**config.mk**
```make
export PLATFORM = sky130hd
export DESIGN_NAME = gcd_operand_feeder
export DESIGN_NICKNAME = d
export VERILOG_FILES = /design/src/rtl/gcd_operand_feeder.sv
export SDC_FILE = /design/constraint.sdc
export NUM_CORES = 1
export LEC_CHECK = 0
export ABC_AREA = 1
export BUFFER_PORTS_ARGS = -buffer_cell sky130_fd_sc_hd__clkbuf_2
export CORE_MARGIN = 5
export CORE_UTILIZATION = 45
export DETAILED_ROUTE_END_ITERATION = 8
export PLACE_DENSITY = 0.65
export REMOVE_ABC_BUFFERS = 1
export SKIP_CTS_REPAIR_TIMING = 1
export SLEW_MARGIN = 20
export SYNTH_ARGS = -nofsm -noshare
export SYNTH_HDL_FRONTEND = slang
export SYNTH_SLANG_ARGS = --single-unit
```
**constraint.sdc**
```tcl
create_clock -name clk_i -period 2.5 [get_ports clk_i]
set_input_delay 0.75 -clock clk_i [delete_from_list [all_inputs] [get_ports clk_i]]
set_output_delay 0.75 -clock clk_i [all_outputs]
set_load 0.05 [all_outputs]
```
**src/rtl/gcd_operand_feeder.sv**
```systemverilog
// Operand-pair FIFO and load sequencer for the subtractive GCD engine, with a BUSY watchdog.
// Optional macro GCD_ZERO_GUARD_EN: drop pairs with a zero operand instead of launching them.
//
//   state     | meaning
//   ----------+-----------------------------------------------------------
//   S_IDLE    | bus parked at 0, waiting for a queued pair
//   S_LOAD_A  | operand A on the bus with eng_start
//   S_LOAD_B  | operand B on the bus, head popped, watchdog cleared
//   S_BUSY    | engine computing; watchdog counting
//   S_RESTART | job finished or aborted; restart pulse follows
module gcd_operand_feeder #(
    parameter int WIDTH       = 16,
    parameter int DEPTH       = 4,
    parameter int TIMEOUT_CYC = 1024
) (
    input  logic             clk_i,
    input  logic             rst_i,
    input  logic             in_valid_i,
    output logic             in_ready_o,
    input  logic [WIDTH-1:0] in_a_i,
    input  logic [WIDTH-1:0] in_b_i,
    output logic [WIDTH-1:0] eng_data_o,
    output logic             eng_start_o,
    input  logic             eng_done_i,
    output logic             eng_restart_o,
    output logic             job_done_o,
    output logic             timeout_o,
    output logic             err_zero_o,
    output logic             busy_o
);

    localparam int PW  = $clog2(DEPTH);
    localparam int CW  = $clog2(DEPTH + 1);
    localparam int WDW = $clog2(TIMEOUT_CYC);

    localparam logic [CW-1:0]  CNT_FULL = CW'(DEPTH);
    localparam logic [WDW-1:0] WD_LAST  = WDW'(TIMEOUT_CYC - 1);

    localparam logic [2:0] S_IDLE    = 3'd0;
    localparam logic [2:0] S_LOAD_A  = 3'd1;
    localparam logic [2:0] S_LOAD_B  = 3'd2;
    localparam logic [2:0] S_BUSY    = 3'd3;
    localparam logic [2:0] S_RESTART = 3'd4;

    logic [2:0]       state_q, state_d;
    logic [WIDTH-1:0] fifo_a_q [DEPTH];
    logic [WIDTH-1:0] fifo_b_q [DEPTH];
    logic [PW-1:0]    wr_ptr_q, wr_ptr_d;
    logic [PW-1:0]    rd_ptr_q, rd_ptr_d;
    logic [CW-1:0]    count_q, count_d;
    logic [WDW-1:0]   wd_q, wd_d;
    logic [WIDTH-1:0] eng_data_q, eng_data_d;
    logic             eng_start_q, eng_start_d;
    logic             eng_restart_q, eng_restart_d;
    logic             job_done_q, job_done_d;
    logic             timeout_q, timeout_d;
    logic             err_zero_q, err_zero_d;
    logic [WIDTH-1:0] head_a, head_b;
    logic             push, pop, fifo_empty, head_zero;

    assign in_ready_o = (count_q != CNT_FULL);
    assign fifo_empty = (count_q == '0);
    assign push       = in_valid_i && in_ready_o;
    assign head_a     = fifo_a_q[rd_ptr_q];
    assign head_b     = fifo_b_q[rd_ptr_q];

`ifdef GCD_ZERO_GUARD_EN
    assign head_zero = (head_a == '0) || (head_b == '0);
`else
    assign head_zero = 1'b0;
`endif

    always_ff @(posedge clk_i) begin
        if (push) begin
            fifo_a_q[wr_ptr_q] <= in_a_i;
            fifo_b_q[wr_ptr_q] <= in_b_i;
        end
    end

    always_comb begin
        wr_ptr_d = push ? wr_ptr_q + PW'(1) : wr_ptr_q;
        rd_ptr_d = pop  ? rd_ptr_q + PW'(1) : rd_ptr_q;
        count_d  = count_q;
        if (push && !pop) begin
            count_d = count_q + CW'(1);
        end else if (pop && !push) begin
            count_d = count_q - CW'(1);
        end
    end

    // Outputs are registered alongside the state, so each pulse is visible in the
    // cycle the FSM enters the state it belongs to; restart trails RESTART by one.
    always_comb begin
        state_d       = state_q;
        wd_d          = wd_q;
        eng_data_d    = eng_data_q;
        eng_start_d   = 1'b0;
        eng_restart_d = (state_q == S_RESTART);
        job_done_d    = 1'b0;
        timeout_d     = 1'b0;
        err_zero_d    = 1'b0;
        pop           = 1'b0;
        case (state_q)
            S_IDLE: begin
                eng_data_d = '0;
                if (!fifo_empty) begin
                    if (head_zero) begin
                        pop        = 1'b1;
                        err_zero_d = 1'b1;
                    end else begin
                        state_d     = S_LOAD_A;
                        eng_data_d  = head_a;
                        eng_start_d = 1'b1;
                    end
                end
            end
            S_LOAD_A: begin
                state_d    = S_LOAD_B;
                eng_data_d = head_b;
            end
            S_LOAD_B: begin
                state_d = S_BUSY;
                pop     = 1'b1;
                wd_d    = '0;
            end
            S_BUSY: begin
                wd_d = wd_q + WDW'(1);
                if (eng_done_i) begin
                    state_d    = S_RESTART;
                    job_done_d = 1'b1;
                end else if (wd_q == WD_LAST) begin
                    state_d   = S_RESTART;
                    timeout_d = 1'b1;
                end
            end
            S_RESTART: begin
                state_d    = S_IDLE;
                eng_data_d = '0;
            end
            default: begin
                state_d    = S_IDLE;
                eng_data_d = '0;
            end
        endcase
    end

    always_ff @(posedge clk_i or posedge rst_i) begin
        if (rst_i) begin
            state_q       <= S_IDLE;
            wr_ptr_q      <= '0;
            rd_ptr_q      <= '0;
            count_q       <= '0;
            wd_q          <= '0;
            eng_data_q    <= '0;
            eng_start_q   <= 1'b0;
            eng_restart_q <= 1'b0;
            job_done_q    <= 1'b0;
            timeout_q     <= 1'b0;
            err_zero_q    <= 1'b0;
        end else begin
            state_q       <= state_d;
            wr_ptr_q      <= wr_ptr_d;
            rd_ptr_q      <= rd_ptr_d;
            count_q       <= count_d;
            wd_q          <= wd_d;
            eng_data_q    <= eng_data_d;
            eng_start_q   <= eng_start_d;
            eng_restart_q <= eng_restart_d;
            job_done_q    <= job_done_d;
            timeout_q     <= timeout_d;
            err_zero_q    <= err_zero_d;
        end
    end

    assign eng_data_o    = eng_data_q;
    assign eng_start_o   = eng_start_q;
    assign eng_restart_o = eng_restart_q;
    assign job_done_o    = job_done_q;
    assign timeout_o     = timeout_q;
    assign err_zero_o    = err_zero_q;
    assign busy_o        = (state_q != S_IDLE);

endmodule

```
# Word level (Yosys, flattened, before mapping)
# Memories as Yosys holds them, arrays and structs flattened.
# Cells that the tools add are included.
totals:
  n_memories: 2
  in_bits: 36
  output_inout_bits: 23
  mem_bits_rw: 128
  word_cells: 56
  register_bits: 40
mem_list:
  columns: ["name", "words", "word_bits", "rd", "rd_clocked_by_memory_dff", "write_ports", "line_no", "text"]
  rows:
  - ["fifo_a_q", 4, 16, 1, 0, 1, "46", "logic [WIDTH-1:0] fifo_a_q [DEPTH];"]
  - ["fifo_b_q", 4, 16, 1, 0, 1, "47", "logic [WIDTH-1:0] fifo_b_q [DEPTH];"]
op_classes:
  n_reduce_logical: 12
  muxes: 19
  n_addsub: 5
  n_eq_ne: 8
ops:
  columns: ["operator", "count"]
  rows:
  - ["$pmux 16 s3", 1]
  - ["$pmux 10 s2", 1]
  - ["$mux 16", 1]
  - ["$mux 3", 5]
  - ["$pmux 3 s4", 1]
  - ["$add 10x1->10 const B", 1]
  - ["$eq 10x10->1 const B", 1]
  - ["$mux 1", 10]
  - ["$eq 3x2->1 const B", 2]
  - ["$logic_not 3->1", 2]
  - ["$ne 3x3->1 const B", 2]
  - ["$add 2x1->2 const B", 2]
  - ["$reduce_bool 2->1", 2]
  - ["$add 3x1->3 const B", 1]
  - ["$eq 3x1->1 const B", 1]
  - ["$eq 3x3->1 const B", 1]
  - ["$logic_and 1x1->1", 3]
  - ["$reduce_bool 3->1", 1]
  - ["$sub 3x1->3 const B", 1]
  - ["$logic_not 1->1", 2]
  - ["$ne 2x2->1 const B", 1]
  - ["$reduce_and 2->1", 1]
  - ["$reduce_or 2->1", 1]

# Longest topological paths before layout
# Gate-level depths: netlist of the first run.
logic_depth:
  depth_word: 6
  ltp_mapped: 10
  mapped_depth_nobuf: 10

# Worst setup path after synthesis of the first run
# Ideal clock, no wire load.
synth_timing:
  kind: "register to register"
  startpoint: "register count_q[0]"
  endpoint: "memory fifo_a_q[0][0], enable pin"
  period_less_slack_ns: 2.894
  path_stages_with_launch: 5
  path_slack_ns: -0.394
  arrival_time_ns: 2.473
  cell_sequence: "dfrtp_1 nor2_1 nand2_1 nand2_1 nor2_1"
synth_via:
  elab_chain_len: 4
synth_lines:
  columns: ["item", "line_no", "text"]
  rows:
  - ["from (decl)", "50", "logic [CW-1:0] count_q, count_d;"]
  - ["from (signal assigned)", "164", "count_q <= count_d;"]
  - ["$ne 3x3->1", "61", "assign in_ready_o = (count_q != CNT_FULL);"]
  - ["via in_ready_o", "19", "output logic in_ready_o,"]
  - ["$logic_and 1x1->1", "63", "assign push = in_valid_i && in_ready_o;"]
  - ["$mux 1", "74", "if (push) begin"]
  - ["$mux 1 (implied by the code)", "75", "fifo_a_q[wr_ptr_q] <= in_a_i;"]
  - ["to (decl)", "46", null]
# The timed path passes the listed nets, and every way through them passes these cells.

# Worst setup path in the final report of the first run
layout_timing:
  startpoint: "register state_q[2]"
  endpoint: "output port busy_o"
layout_via:
  elab_chain_len: 1
layout_lines:
  columns: ["item", "line_no", "text"]
  rows:
  - ["from (decl)", "45", "logic [2:0] state_q, state_d;"]
  - ["from (signal assigned)", "161", "state_q <= state_d;"]
  - ["$reduce_bool 3->1", "181", "assign busy_o = (state_q != S_IDLE);"]
  - ["to (decl)", "29", "output logic busy_o"]
# No other way between the ends.

==> results of run 1 <==
stage by stage:
stage | utilization (%) | cells | area (sq um) | setup TNS [ps] | power [W]
6_report | 52.83 | 874 | 8001 | 0 | 0.01003
5_1_grt | 52.83 | 874 | 8001 | 0 | 0.01070
4_1_cts | 52.83 | 874 | 8001 | 0 | 0.01017
3_5_place_dp | 49.25 | 842 | 7460 | 0 | 0.007764
3_3_place_gp | 49.25 | 842 | 7460 | 0 | 0.007689
2_1_floorplan | - | 582 | 6783 | -50400 | 0.006574
Yosys cell counts:
cell type,n,area share (%)
o21ai_0,45,3.2
conb_1,1,0.054
nand2_4,2,0.32
inv_1,21,1.1
nor2_4,3,0.49
nor3_1,5,0.36
ha_1,6,1.1
xor2_1,3,0.38
nor2_1,100,5.4
a22o_1,1,0.13
o21ai_1,26,1.9
buf_4,10,1.1
buf_2,11,0.79
xnor2_1,2,0.25
nor2_8,1,0.29
nor2_2,2,0.18
dfrtp_1,40,14
clkbuf_1,3,0.16
nand3_1,16,1.2
nand3b_1,1,0.11
nand2_1,146,7.9
fa_1,1,0.29
buf_12,1,0.29
o21bai_1,1,0.11
nand3_2,9,1.3
edfxtp_1,128,55
inv_2,4,0.22
nand2_2,11,0.99
nand4_1,1,0.090
nor3b_1,1,0.11
a21oi_1,3,0.22
nor3_2,1,0.14
o31ai_1,1,0.11
buf_1,1,0.054
worst max path at each step:
stage | start | to | slack, ps | cells after the start
floorplan | count_q[0] | fifo_a_q[0][0] | -390 | 4
global placement | in_valid_i | count_q[2] | 390 | 9
detailed placement | in_valid_i | count_q[2] | 360 | 9
CTS | state_q[2] | busy_o | 310 | 3
global route | state_q[2] | busy_o | 270 | 3
finish | state_q[2] | busy_o | 340 | 3
power by group through the flow:
stage | Combinational, W | Clock [W] | Sequential (W)
finish | 0.00366 | 0.00237 | 0.00400
global route | 0.00407 | 0.00257 | 0.00406
CTS | 0.00373 | 0.00243 | 0.00401
detailed placement | 0.00370 | 0 | 0.00406
global placement | 0.00365 | 0 | 0.00403
floorplan | 0.00198 | 0 | 0.00459
worst register-to-register path: stages, from the launching register on:
cell and delay (ps):
dfrtp_1 450, nor2_1 80, nand2_1 80, nand2_1 80, inv_1 100, ha_1 150, inv_1 70, fa_1 370
a21oi_1 140, o21ai_0 120, xnor2_1 140
flip-flops by register name, summed over array words and instances (netlist names):
register	flops
state_q	3
eng_data_o	16
fifo_a_q	64
timeout_o	1
count_q	3
wr_ptr_q	2
eng_restart_o	1
wd_q	10
rd_ptr_q	2
fifo_b_q	64
job_done_o	1
eng_start_o	1
metal layers:
metal  share of wire [%]  up-vias
li1                    -     2178
met5                   0        -
met1                  44     2123
met4                0.59        0
met3                 6.3        9
met2                  49      134
cell families after synthesis:
kind of cell | count (synthesis)
and+or+nand+nor | 299
xor gates and xnor gates | 5
adders and majority gates | 7
other | 1
DFF | 168
buffers and inverters | 51
AOI/OAI and AO/OA | 77
cell type report:
type | count | share of cell area [%]
multi-input combinational | 389 | 23.42
timing repair buffer | 72 | 5.129
clock inverter | 13 | 1.360
tap | 188 | 2.940
inverter | 25 | 1.173
sequential | 168 | 60.56
clock buffer | 19 | 5.410
==> flow_metrics.tcl, run 1 <==
set metrics [dict create \
    run_status "completed" \
    finalHoldViolations 0 \
    period_needed_ps 2165 \
    r2r_end "count_q[2]" \
    num_antenna_cells 0 \
    relSlewSlack_pct 53.20 \
    holdCritPathClass "primary input to async pin" \
    place_congestion 0.7524 \
    p_int_w 0.006045 \
    viasPerCell 5.085 \
    fill_cells 1281 \
    synth_top_family_by_area "simple AND/OR/NAND/NOR gates" \
    synth_cells 608 \
    fp.dieW_um 134.3 \
    peakVddDrop_mv 0.9386 \
    required_ps 1750 \
    p_leak_nw 3.239 \
    layout-drive-gt1-share_pct 20.55 \
    initial_core_util_pct 45.87 \
    yosys_warnings 0 \
    finClkSkew_ps 10.49 \
    clock_tree.root_cell "clkbuf_16" \
    htree_levels 4 \
    pwr-share-seq_pct 39.9 \
    seq_area_frac_synth_pct 69.73 \
    grt_pass1_vias 4356 \
    ys_ff_latch 168 \
    synth_compound_area_share_pct 5.673 \
    drv_cap 0 \
    cts_tree "built" \
    rr_worst_depth 10 \
    multi_input_area_sq_mm 0.001874 \
    p_switching_w 0.003986 \
    final_common_cell "nand2_1" \
    worstPathMaxFanout 4 \
    ff_latch_area_sq_mm 0.004846 \
    cp-start-kind "flop" \
    drcViolationCount 0 \
    antenna_found_initial 0 \
    r2r_start "count_q[0]" \
    holdWs_ps 383.5 \
    rsz0062_at_grt "false" \
    rows 45 \
    synthToLayoutAreaGrowth_pct 15.16 \
    grt-busiest-layer "met2" \
    vias 4444 \
    met3_usage_pct 4.276 \
    drtIter0Drc 308 \
    critPathCaptureType "output pin" \
    dieArea_sq_mm 0.01802 \
    cp.arrival_ps 1410 \
    place_ws_ps 363.6 \
    synth_adder_area_share_pct 1.369 \
    synth-simple-area-share_pct 18.82 \
    setup_viol 0 \
    cts_buffers 17 \
    muxShareOfSynthArea_pct 0 \
    postRouteAntennaNets 0 \
    fmax_mhz 461.9 \
    synthesis.area_per_instance_sq_um 11.43 \
    track_usage_pct 16.07 \
    port_buffers 57 \
    die_h_um 134.3 \
    wl_per_cell_um 15.80 \
    switching_share_pct 39.74 \
    clock_sinks 168 \
    path_buf_inv 1 \
    grt_pass1_wl_um 22360 \
    clkTransAtPathRegs_ps 70 \
    report.final.slew_viol_count 0 \
    setup_ws_ps 335.0 \
    firstDrtPassIters 4 \
    fin_nets 716 \
    max_stage_delay_ps 480 \
    crit_chain "nor2_4 > nand2_4 > clkbuf_2" \
    synth_area_sq_mm 0.006948 \
    fin_crit_sh_pct 86.60 \
    crit_family "flip-flops" \
    reg2reg_slack_ps 610 \
    worst-setup-path-type "flop to output pin" \
    met1_usage_pct 21.57 \
    pwr-share-comb_pct 36.5 \
    worst_slew_pin_slew_ps 702.0 \
    drt-total-wl_um 13810 \
    pin_count 59 \
    grt_start_max_net_pins 66 \
    use_met2_pct 26.20 \
    synth_xor_area_share_pct 0.6303 \
    clock_latency_ps 420 \
    pwr-share-clk_pct 23.6 \
    p_per_area_mw_per_mm2 1254 \
    critPathSlowestCell "dfrtp_1" \
    overflow 0 \
    clockBufferDepth 2 \
    synth.distinct_cells 34 \
    core-area_sq_mm 0.01515 \
    post-dp-hpwl_um 8577 \
    layout_common_cells "146 x nand2_1, 128 x edfxtp_1, 96 x nor2_1" \
]
(Power assumes the default switching activity.)
==> run 2, diff against run 1 <==
ABC_AREA = 0   (was 1)
==> run 2 against run 1 <==
Against the previous run:
- synthesized cell count fell by 34%
- largest cell class unchanged
- sequential cell count stayed put
- fmax decreased by 2.8%
- critical endpoint unchanged
- total power shrank 1.4%
==> flow_metrics.tcl, run 2 <==
set metrics [dict create \
    synth_cells 404 \
    num_antenna_cells 0 \
    run_status "completed" \
    synthToLayoutAreaGrowth_pct 17.78 \
    antenna_found_initial 0 \
    cts_tree "built" \
    clock_tree.root_cell "clkbuf_16" \
    grt_pass1_wl_um 21140 \
    clock_sinks 168 \
    critPathSlowestCell "dfrtp_1" \
    synthFlopType "edfxtp_1" \
    finClkSkew_ps 8.222 \
    rsz0062_at_grt "false" \
    fill_cells 1190 \
    final_common_cell "edfxtp_1" \
    crit_family "buffers and inverters" \
    synth_area_sq_mm 0.006749 \
    critPathCaptureType "output pin" \
    wl_per_cell_um 19.57 \
    switching_share_pct 33.68 \
    r2r_start "state_q[2]" \
    cp-startpoint "state_q[1]" \
    setup_viol 0 \
    core-area_sq_mm 0.01464 \
    port_buffers 57 \
    layout-drive-gt1-share_pct 33.95 \
    clock_latency_ps 420 \
    crit_chain "buf_4 > nor3_4 > inv_1 > clkbuf_2" \
    ys_ff_latch 168 \
    place_congestion 0.7956 \
    drcViolationCount 0 \
    fmax_mhz 449.0 \
    rows 44 \
    yosysTopAreaCell "edfxtp_1" \
    postRouteAntennaNets 0 \
    async_flop_share_pct 23.81 \
    yosys_warnings 0 \
    holdWs_ps 453.6 \
    worst_slew_pin_slew_ps 924.8 \
    grt_start_max_net_pins 41 \
    report.final.slew_viol_count 0 \
    p_leak_nw 2.954 \
    pwr-share-comb_pct 31.5 \
    synth.area.top_cells "edfxtp_1 57%, dfrtp_1 15%, mux2_2 5.7%" \
    finalHoldViolations 0 \
    synthesis.area_per_instance_sq_um 16.71 \
    cp-start-kind "flop" \
    fp.dieW_um 132.5 \
    drtIter0Drc 261 \
    pwr-share-clk_pct 27.2 \
    reg2reg_slack_ps 460 \
    viasPerCell 5.532 \
    cp.arrival_ps 1480 \
    cts_buffers 17 \
    fin_crit_sh_pct 89.09 \
    fin_nets 519 \
    synth_edf_count 128 \
    layout_common_cells "128 x edfxtp_1, 57 x clkbuf_2, 42 x nand3_1" \
    clockBufferDepth 2 \
    pwr-share-seq_pct 41.3 \
    max_stage_delay_ps 390 \
    power_w 0.009889 \
    synth.distinct_cells 46 \
    dieArea_sq_mm 0.01755 \
    htree_levels 4 \
    die_h_um 132.5 \
    seq_area_frac_synth_pct 71.78 \
    worst-setup-path-type "flop to output pin" \
    yosysMostFrequentCell "edfxtp_1" \
    setup_tns_ps 0 \
    rr_worst_depth 6 \
    clkTransAtPathRegs_ps 70 \
    required_ps 1750 \
    peakVddDrop_mv 0.6937 \
    r2r_end "count_q[1]" \
    holdCritPathClass "primary input to async pin" \
    firstDrtPassIters 5 \
    drt-total-wl_um 13170 \
    path_buf_inv 3 \
    relSlewSlack_pct 38.35 \
    post-dp-hpwl_um 8022 \
    drv_cap 0 \
    worstPathMaxFanout 11 \
    track_usage_pct 15.94 \
    overflow 0 \
    pin_count 59 \
    yosys.area.top_type_share_pct 56.95 \
    vias 3723 \
    grt_pass1_vias 3897 \
    p_int_w 0.006559 \
    p_per_area_mw_per_mm2 1244 \
    synth_common_cells "128 x edfxtp_1, 42 x nand3_1, 40 x dfrtp_1, 34 x mux2_2, 30 x nand2_1" \
    period_needed_ps 2227 \
    p_switching_w 0.003330 \
    initial_core_util_pct 46.09 \
]
-- run 2: cell count changes after synthesis, moves of 25 or more --
cell	delta
mux2_2	+34
nand2_1	-116
nand3_1	+26
nor2_1	-95
o21ai_0	-41
o21ai_1	-25
-- run 2: worst max-delay path by stage --
stage,cells past startpoint,end
3_3_place_gp,8,count_q[2]
5_1_grt,4,busy_o
3_5_place_dp,8,count_q[2]
6_report,4,busy_o
2_1_floorplan,2,fifo_a_q[0][0]
4_1_cts,4,busy_o
-- run 2: cell families (layout without fill, tap and decap cells) --
family                     count (synthesis)  count (layout)  synth area share (%)
AOI/OAI and AO/OA                         35              35                 3.838
adders and majority gates                  7               7                 1.409
buffers and inverters                     31             116                 2.466
other                                      1               1               0.05556
muxes                                     50              50                 11.01
DFF                                      168             168                 71.78
and+or+nand+nor                          106             106                 8.658
xor gates and xnor gates                   6               6                0.7788
-- run 2: power by group through the flow --
stage	sequential (W)	clock [W]	combinational (W)
final	0.00408	0.00269	0.00312
after global routing	0.00416	0.00289	0.00339
after CTS	0.00409	0.00275	0.00318
after detailed placement	0.00415	0	0.00317
after global placement	0.00413	0	0.00312
after floorplan	0.00463	0	0.00160
-- run 2: area by class of cell --
type,count,area [sq um],area share [%]
inverter,10,37.54,0.4722
multi-input combinational,205,1743,21.93
clock buffer,18,429.2,5.399
timing repair buffer,74,475.5,5.981
clock inverter,14,187.7,2.361
tap,184,230.2,2.896
sequential,168,4846,60.96
-- run 2: through the flow --
stage / setup WS (ps) / cell area (sq um) / util [%] / cells
floorplan: 264.8 / 6620 / - / 383
global placement: 380.1 / 7332 / 50.07 / 641
detailed placement: 338.2 / 7332 / 50.07 / 641
CTS: 229.5 / 7949 / 54.28 / 673
global route: 168.2 / 7949 / 54.28 / 673
finish: 272.7 / 7949 / 54.28 / 673
-- run 2: routing by layer --
metal	up-vias	global-route usage (%)	wire length, um
li1	1704	-	-
met1	1889	20.10	5599
met2	115	26.32	6625
met3	15	5.277	762
met4	0	4.908	180
met5	-	0	0
-- run 2: worst register-to-register path, delay by kind of cell (launching register included) --
kind / cells / cell delay (ps)
adders and majority gates: 2 / 620
buffers and inverters: 2 / 180
DFF: 1 / 530
muxes: 1 / 270
and+or+nand+nor: 1 / 330
==> run 3, diff against run 2 <==
==> constraint.sdc (replaced) <==
create_clock -name clk_i -period 2.5 [get_ports clk_i]
set_input_delay 0.375 -clock clk_i [delete_from_list [all_inputs] [get_ports clk_i]]
set_output_delay 0.375 -clock clk_i [all_outputs]
set_load 0.05 [all_outputs]
==> run 3 against run 2 <==
Against the previous run:
- critical path depth increased by 2
- hold slack got worse by 380 ps
- sequential power barely moved
- routed wire length shrank 0.97%
- total power increased by 0.84%
- critical path type is now flop to flop
==> flow_metrics.tcl, run 3 (synthesis gave the netlist of run 2 again) <==
set metrics [dict create \
    r2r_start "state_q[2]" \
    viasPerCell 5.478 \
    holdCritPathClass "primary input to async pin" \
    vias 3665 \
    critPathCaptureType "flop" \
    drv_cap 0 \
    fin_crit_sh_pct 80.16 \
    post-dp-hpwl_um 7694 \
    fmax_mhz 499.0 \
    worstPathMaxFanout 11 \
    initial_core_util_pct 46.09 \
    rows 44 \
    worst-setup-path-type "flop to flop" \
    cts_buffers 17 \
    firstDrtPassIters 4 \
    dpl.cell_count 637 \
    required_ps 2810 \
    cp-start-kind "flop" \
    worst_slew_pin_slew_ps 909.5 \
    finClkSkew_ps 8.714 \
    rsz0062_at_grt "false" \
    place_congestion 0.7706 \
    fp.dieW_um 132.5 \
    cts_tree "built" \
    drcViolationCount 0 \
    core-area_sq_mm 0.01464 \
    grt_pass1_vias 3737 \
    final_util_pct 54.21 \
    run_status "completed" \
    peakVddDrop_mv 0.6766 \
    die_h_um 132.5 \
    p_leak_nw 2.948 \
    p_per_area_mw_per_mm2 1256 \
    clockBufferDepth 2 \
    clock_sinks 168 \
    fill_cells 1179 \
    grt_start_max_net_pins 41 \
    layout_common_cells "128 x edfxtp_1, 57 x clkbuf_2, 42 x nand3_1" \
    dieArea_sq_mm 0.01755 \
    synthToLayoutAreaGrowth_pct 17.63 \
    grt_pass1_wl_um 20970 \
    clock_latency_ps 420 \
    wl_per_cell_um 19.49 \
    final_common_cell "edfxtp_1" \
    clock_tree.root_cell "clkbuf_16" \
    overflow 0 \
    cp-startpoint "state_q[2]" \
    fin_nets 515 \
    htree_levels 4 \
    cp.arrival_ps 2310 \
    setup_tns_ps 0 \
    period_needed_ps 2004 \
    place_ws_ps 464.0 \
    setup_ws_ps 496.0 \
    setup_viol 0 \
    num_antenna_cells 0 \
    antenna_found_initial 0 \
    postRouteAntennaNets 0 \
    finalHoldViolations 0 \
    drtIter0Drc 207 \
    layout-drive-gt1-share_pct 33.20 \
    drt-total-wl_um 13040 \
    clkTransAtPathRegs_ps 60 \
    pin_count 59 \
    port_buffers 57 \
    relSlewSlack_pct 39.36 \
    track_usage_pct 15.65 \
    final_cells 669 \
    report.final.slew_viol_count 0 \
]
## run 3: cell count changes in the layout (fill, tap and decap cells not counted), sizes merged
cell	before	now
buf	17	13
bufinv	3	4
clkinv	5	4
clkinvlp	2	0
inv	14	16
## run 3: final cells by class
| cell class | instances | area (sq um) | area share, % |
|---|---|---|---|
| repair buffers | 70 | 445.4 | 5.611 |
| flip-flops and latches | 168 | 4846 | 61.04 |
| clock inverters | 14 | 207.7 | 2.616 |
| multi-input cells | 205 | 1743 | 21.95 |
| inverters | 10 | 37.54 | 0.4728 |
| well taps | 184 | 230.2 | 2.900 |
| clock buffers | 18 | 429.2 | 5.406 |
## run 3: report_power, final
| part | switching [W] | internal [W] | leakage, nW |
|---|---|---|---|
| sequential | 0.000386 | 0.00371 | 1.69 |
| clock | 0.00111 | 0.00170 | 0.312 |
| combinational | 0.00183 | 0.00123 | 0.951 |
| total | 0.00333 | 0.00664 | 2.95 |
## run 3: worst max-delay path, cell delays in order (launching register included)
cell and delay [ps]:
dfrtp_1 540, nor3b_2 310, inv_1 80, ha_1 210, inv_1 80, fa_1 400
mux2_2 270
## run 3: per-layer routing
metal / share of wire (%) / vias to the layer above / wire (um) / global-route usage (%)
met1: 44 / 1870 / 5730 / 20.23
li1: - / 1693 / - / -
met5: 0 / - / 0 / 0
met2: 50 / 88 / 6464 / 25.55
met4: 1.2 / 0 / 154 / 4.792
met3: 5.3 / 14 / 690 / 4.897
## run 3: through the flow
step                hold WS, ps  total power, W  area (sq um)
floorplan                 473.9        0.006228          6620
global placement          516.9        0.007208          7302
detailed placement        529.1        0.007278          7302
CTS                       78.02         0.01010          7939
global route              123.8         0.01048          7939
finish                    73.65        0.009973          7939
## run 3: path summary, 6_finish.rpt
path	cells after the start	slack [ps]	end
max	6	500	count_q[1]
min	3	70	wd_q[8]
max reg2reg	6	500	count_q[1]
min reg2reg	1	540	count_q[2]
max in group asynchronous	3	2020	rd_ptr_q[1]
min in group clk_i	1	160	fifo_a_q[2][4]
